==> src/rtl/key_hex_counter.sv <==
// Debounced up/down/clear push-button counter feeding a 4-digit seven-segment display value.
// Hex or BCD counting; value and val_stb update one clock after a debounced press pulse.
module key_hex_counter #(
  parameter int DEBOUNCE_CYCLES = 1000000,
  parameter bit BCD             = 1'b0
) (
  input  logic        clock,
  input  logic        reset,
  input  logic        key_up_n,
  input  logic        key_dn_n,
  input  logic        key_clr_n,
  output logic [15:0] value,
  output logic        val_stb,
  output logic [2:0]  key_level
);
  typedef enum logic [1:0] {IDLE, PRESS_WAIT, HELD, RELEASE_WAIT} state_t;
  localparam logic [23:0] LAST = 24'(DEBOUNCE_CYCLES - 1);

  logic [2:0]  raw_n;
  logic [2:0]  press;
  logic [15:0] value_nxt;
  logic        stb_nxt;

  assign raw_n = {key_clr_n, key_dn_n, key_up_n};

  for (genvar k = 0; k < 3; k++) begin : g_key
    logic        sync1, sync2;
    logic        press_q, press_nxt;
    state_t      state, state_nxt;
    logic [23:0] cnt, cnt_nxt;

    always_ff @(posedge clock or posedge reset) begin
      if (reset) begin
        sync1   <= 1'b1;
        sync2   <= 1'b1;
        state   <= IDLE;
        cnt     <= '0;
        press_q <= 1'b0;
      end else begin
        sync1   <= raw_n[k];
        sync2   <= sync1;
        state   <= state_nxt;
        cnt     <= cnt_nxt;
        press_q <= press_nxt;
      end
    end

    // The counter tracks consecutive samples at the new level; any opposite sample aborts the wait.
    always_comb begin
      state_nxt = state;
      cnt_nxt   = cnt;
      press_nxt = 1'b0;
      case (state)
        IDLE: begin
          if (!sync2) begin
            state_nxt = PRESS_WAIT;
            cnt_nxt   = '0;
          end
        end
        PRESS_WAIT: begin
          if (sync2) begin
            state_nxt = IDLE;
          end else if (cnt == LAST) begin
            state_nxt = HELD;
            press_nxt = 1'b1;
          end else begin
            cnt_nxt = cnt + 24'd1;
          end
        end
        HELD: begin
          if (sync2) begin
            state_nxt = RELEASE_WAIT;
            cnt_nxt   = '0;
          end
        end
        RELEASE_WAIT: begin
          if (!sync2) begin
            state_nxt = HELD;
          end else if (cnt == LAST) begin
            state_nxt = IDLE;
          end else begin
            cnt_nxt = cnt + 24'd1;
          end
        end
        default: state_nxt = IDLE;
      endcase
    end

    assign press[k]     = press_q;
    assign key_level[k] = (state == HELD) || (state == RELEASE_WAIT);
  end

  function automatic logic [15:0] bcd_inc(input logic [15:0] v);
    logic [15:0] r;
    logic        c;
    r = v;
    c = 1'b1;
    for (int i = 0; i < 4; i++) begin
      if (c) begin
        if (v[i*4 +: 4] >= 4'd9) begin
          r[i*4 +: 4] = 4'd0;
        end else begin
          r[i*4 +: 4] = v[i*4 +: 4] + 4'd1;
          c = 1'b0;
        end
      end
    end
    return r;
  endfunction

  function automatic logic [15:0] bcd_dec(input logic [15:0] v);
    logic [15:0] r;
    logic        b;
    r = v;
    b = 1'b1;
    for (int i = 0; i < 4; i++) begin
      if (b) begin
        if (v[i*4 +: 4] == 4'd0) begin
          r[i*4 +: 4] = 4'd9;
        end else begin
          r[i*4 +: 4] = v[i*4 +: 4] - 4'd1;
          b = 1'b0;
        end
      end
    end
    return r;
  endfunction

  // press = {clr, dn, up}; simultaneous up and dn cancel out.
  always_comb begin
    value_nxt = value;
    stb_nxt   = 1'b0;
    if (press[2]) begin
      value_nxt = 16'h0000;
      stb_nxt   = 1'b1;
    end else if (press[0] && !press[1]) begin
      value_nxt = BCD ? bcd_inc(value) : value + 16'd1;
      stb_nxt   = 1'b1;
    end else if (press[1] && !press[0]) begin
      value_nxt = BCD ? bcd_dec(value) : value - 16'd1;
      stb_nxt   = 1'b1;
    end
  end

  always_ff @(posedge clock or posedge reset) begin
    if (reset) begin
      value   <= 16'h0000;
      val_stb <= 1'b0;
    end else begin
      value   <= value_nxt;
      val_stb <= stb_nxt;
    end
  end
endmodule

==> config.mk <==
export PLATFORM = sky130hd
export DESIGN_NAME = key_hex_counter
export DESIGN_NICKNAME = d
export VERILOG_FILES = /design/src/rtl/key_hex_counter.sv
export SDC_FILE = /design/constraint.sdc
export NUM_CORES = 1
export LEC_CHECK = 0
export CAP_MARGIN = 10
export CORE_MARGIN = 2
export CORE_UTILIZATION = 40
export CTS_CLUSTER_SIZE = 40
export DETAILED_ROUTE_END_ITERATION = 10
export PLACE_DENSITY = 0.66
export RECOVER_POWER = 50
export SYNTH_ARGS = -nofsm -noshare
export SYNTH_HDL_FRONTEND = slang
export SYNTH_SLANG_ARGS = --single-unit
==> constraint.sdc <==
create_clock -name clock -period 4 [get_ports clock]
set_clock_uncertainty 0.15 [all_clocks]
set_input_delay 0.8 -clock clock [delete_from_list [all_inputs] [get_ports clock]]
set_output_delay 0.8 -clock clock [all_outputs]
set_load 0.01 [all_outputs]
Yosys cells after proc, flatten, opt, wreduce, memory -nomap -nowiden
Index checks and enable logic that the tools add are counted.
{"block": "word_totals", "regBits": 104, "input_bits": 5, "out_inout_bits": 20, "word_cells": 123}
{"block": "op_classes", "add_sub_neg": 5, "n_eq_ne": 30, "n_mux": 54, "reduce_logical": 17}
{"operator": "$mux 24", "count": 15}
{"operator": "$pmux 24 s4", "count": 3}
{"operator": "$add 24x1->24 const B", "count": 3}
{"operator": "$eq 24x20->1 const B", "count": 3}
{"operator": "$mux 16", "count": 3}
{"operator": "$mux 2", "count": 18}
{"operator": "$ne 2x2->1 const B", "count": 12}
{"operator": "$pmux 2 s4", "count": 3}
{"operator": "$reduce_and 4->1", "count": 6}
{"operator": "$ne 3x3->1 const B", "count": 6}
{"operator": "$add 16x1->16 const B", "count": 1}
{"operator": "$sub 16x1->16 const B", "count": 1}
{"operator": "$eq 2x2->1 const B", "count": 6}
{"operator": "$mux 1", "count": 12}
{"operator": "$eq 2x1->1 const B", "count": 3}
{"operator": "$logic_not 2->1", "count": 3}
{"operator": "$logic_or 1x1->1", "count": 3}
{"operator": "$reduce_bool 3->1", "count": 1}
{"operator": "$logic_and 1x1->1", "count": 2}
{"operator": "$logic_not 1->1", "count": 2}

Longest topological paths before layout
{"block": "depth", "ltp_word": 5, "depth_mapped": 10, "ltp_nobuf": 10}

Worst setup path before layout
No wires, ideal clock.
{"block": "synth_timing", "kind": "reg-to-reg", "startpoint": "reg g_key[0].press_q", "endpoint": "reg value[15]", "setup_time_ns": 0.065, "arrival_ns": 2.543, "t_required_ns": 3.785, "slack_ns": 1.242, "path_stages_with_launch": 10, "n_path_buf": 0, "synth_period_minus_slack_ns": 2.758, "cell_sequence": "dfrtp_1 ha_1 inv_1 ha_1 a211o_1 a211oi_1 nor3_1 o311a_1 a211o_1 nand2_1"}
{"block": "synth_via", "elab_chain_len": 3, "elab_cells_between_ends": 6, "classes_between": "mux (2); reduce/logical (4)"}
{"item": "start, declared", "line_no": "28", "text": "logic press_q, press_nxt;"}
{"item": "start signal, assigned", "line_no": "44", "text": "press_q <= press_nxt;"}
{"item": "$logic_and 1x1->1 / $logic_not 1->1 (equally long branches)", "line_no": "136, 139"}
{"item": "$mux 16 / $logic_and 1x1->1 (equally long branches)", "line_no": "136, 139"}
{"item": "$mux 16 / $reduce_bool 3->1 (equally long branches)"}
{"item": "end signal, assigned", "line_no": "150", "text": "value <= value_nxt;"}
{"item": "end, declared", "line_no": "12", "text": "output logic [15:0] value,"}
Several ways; a longest one is shown, not always the timed one.
A chain may end at the register's enable or synchronous reset.

Worst setup path after layout
Ends and elaborated chain as after synthesis.

==> flow_summary.yaml <==
synth:
  synth_most_common_cell: "dfrtp_1"
  synth_mux_area_share_pct: 0.907
  synth_flop_cell: "dfrtp_1"
  synth_area_leader_cell: "dfrtp_1"
  synth_edf_count: 0
  ys_ff_latch: 104
  synth_cell_type_count: 57
  synthTopCellsByArea: "dfrtp_1, xnor2_1, ha_1, nor2_1, nand2_1"
  async_reset_ff_share_pct: 100
  synth_top_family_by_area: "simple AND/OR/NAND/NOR gates"
  yosys.area_share.adder_pct: 5.22
  synth_top_cell_area_share_pct: 43.4
  synth-compound-area-share_pct: 12.3
  yosys-top-cells-count: "dfrtp_1, nor2_1, nand2_1"
  ys_warn_count: 0
  avgSynthCellArea_um2: 9.38
  synth_nets: 631
  netlist_area_mm2: 0.00565
  synth-simple-area-share_pct: 23.7
  synthCells: 603
  synth_xor_area_share_pct: 8.83
  synth.yosys.seq_area_share_pct: 46.2
die:
  num_io_pins: 25
  die_w_um: 123
  rows: 43
  die-area_mm2: 0.0151
  core_mm2: 0.0138
  die_h_um: 123
  initial_core_util_pct: 40.9
timing:
  fmax_mhz: 319
  rsz0062_at_grt: "no"
  fin_setup_tns_ns: 0
  finalHoldViolations: 0
  drv_slew: 0
  fin_crit_sh_pct: 78.4
  period_needed_ns: 3.14
  worst_pin_slew_ns: 1.47
  slew-limit-headroom_pct: 2.14
  setup_viol: 0
run_status:
  status: "complete, no violations"
cts:
  postCtsResizedCells: 0
  cts_tree: "done"
  cts_setup_buffers: 0
  cts_root_buf: "clkbuf_16"
  h-tree-depth: 3
  clock_sinks: 104
  clock_path_buffers: 2
  clkTransAtPathRegs_ns: 0.07
  clk_latency_ns: 0.35
  cts_hold_buf: 0
  numCtsBuffers: 9
grt:
  grtUsageTotal_pct: 16.7
  overflow: 0
  met2_usage_pct: 28.2
  grt_pass1_wl_mm: 20.4
  grt_pass1_vias: 4425
  grt.busiest_layer: "met2"
  antenna_found_initial: 0
  met1_usage_pct: 21.5
  grt_util_met3_pct: 3.64
  grt_max_degree: 71
critical_path:
  cp-start-kind: "register"
  cp_slowest_cell: "inv_1"
  crit_arrival_ns: 3.27
  critical_path.top_delay_family: "compound AO/OA/AOI/OAI gates"
  endpoint_kind: "register"
  cpPeakStageDelay_ns: 0.52
  path_cells: "ha_1, inv_1, ha_1, a211o_1, a211oi_1, nor3_1, o311a_1, a211o_1, nand2_1"
  critPathKind: "register to register"
  crit_required_ns: 4.14
  cp.buffers_inverters: 1
  crit_fanout: 20
placed_design:
  dp_hpwl_mm: 8.13
  gp_congestion: 0.926
  portBuffers: 24
power:
  leakagePower_nw: 2.72
  irDropWorstVdd_v: 0.000273
  power_density_mw_per_mm2: 327
routing:
  dr.first_iter.drc_count: 332
  wirelength_mm: 11.8
  num_vias: 4509
  vias_per_cell: 5.55
  wl_per_cell_um: 14.5
  ant_nets: 0
  drt_drc_violations_left: 0
  drt_pass1_iterations: 4
min_path:
  hold_path_class: "register to register"
layout:
  nFillCells: 1257
  final_core_util_pct: 46.3
  area_growth_pct: 13.1
  drive_gt1_share_pct: 6.80
  antenna_cells: 0
  fin_nets: 655
job:
  maxCapViolations: 0
worst reg2reg max path, stage by stage (launching register included):
cell and delay, ns:
dfrtp_1 0.39, ha_1 0.25, inv_1 0.52, ha_1 0.38, a211o_1 0.32, a211oi_1 0.33, nor3_1 0.13, o311a_1 0.31
a211o_1 0.23, nand2_1 0.07
routing by layer:
metal	share of wire, %	vias to the layer above	wire, µm
li1	-	2185	-
met1	47	2251	5580
met2	48	60	5710
met3	2.9	13	345
met4	1.3	0	148
met5	0	-	0
power by group:
group | internal, W | leakage [nW] | switching [W]
clock network | 0.000502 | 0.145 | 0.000395
logic | 0.0000301 | 1.16 | 0.0000660
registers | 0.00108 | 1.42 | 0.0000238
total | 0.00161 | 2.72 | 0.000485
final cells by class:
class | count | area (µm²) | area share (%)
inverter | 24 | 90.1 | 1.41
timing repair buffer | 29 | 275 | 4.30
tap | 180 | 225 | 3.52
clock buffer | 11 | 243 | 3.79
clock inverter | 5 | 56.3 | 0.880
sequential | 104 | 2610 | 40.8
multi-input combinational | 459 | 2900 | 45.3
cells by family after synthesis:
family | after synthesis
simple gates | 266
compound gates | 108
flops | 104
xor+xnor | 57
buf+inv | 40
fa+ha+maj | 23
mux | 5
worst paths after layout:
check,from,to,slack [ns],cells after the start
max,g_key[0].press_q,value[15],0.86,9
min,g_key[1].sync1,g_key[1].sync2,0.21,0
max reg2reg,g_key[0].press_q,value[15],0.86,9
min reg2reg,g_key[1].sync1,g_key[1].sync2,0.21,0
max in group asynchronous,reset,value[1],0.94,3
min in group asynchronous,reset,g_key[2].cnt[2],1.19,2
per-stage QoR:
step	instances	total power, W	worst slack [ns]	hold slack (ns)	area [µm²]
after global placement	796	0.00121	0.992	0.197	6120
after floorplan	603	0.00119	0.328	0.195	5650
after global routing	812	0.00218	0.494	0.215	6400
final	812	0.00209	0.862	0.206	6400
after detailed placement	796	0.00122	0.878	0.197	6120
after CTS	812	0.00213	0.852	0.208	6410
registers in the layout, summed over array words and instances, names as in the netlist, named ones only:
register,cells
value,16
g_key.press_q,3
g_key.sync1,3
g_key.state,3
g_key.cnt,72
g_key.sync2,3
val_stb,1
cell usage in the layout, fill, tap and decap left out, types with 5 or more instances in the layout:
cell / n
dfrtp_1: 98
nor2_1: 65
nand2_1: 63
xnor2_1: 38
a21oi_1: 31
nor3_1: 29
o21ai_0: 27
nand3_1: 23
inv_1: 23
ha_1: 22
clkdlybuf4s50_1: 20
xor2_1: 19
or3_1: 18
nor4_1: 12
nand4_1: 12
and3_1: 10
clkbuf_16: 9
a22o_1: 7
and4_1: 6
a21o_1: 6
o31ai_1: 6
nor4b_1: 5
or2_2: 5
dfstp_2: 5
Note: power is estimated with default switching activity, not from simulation.
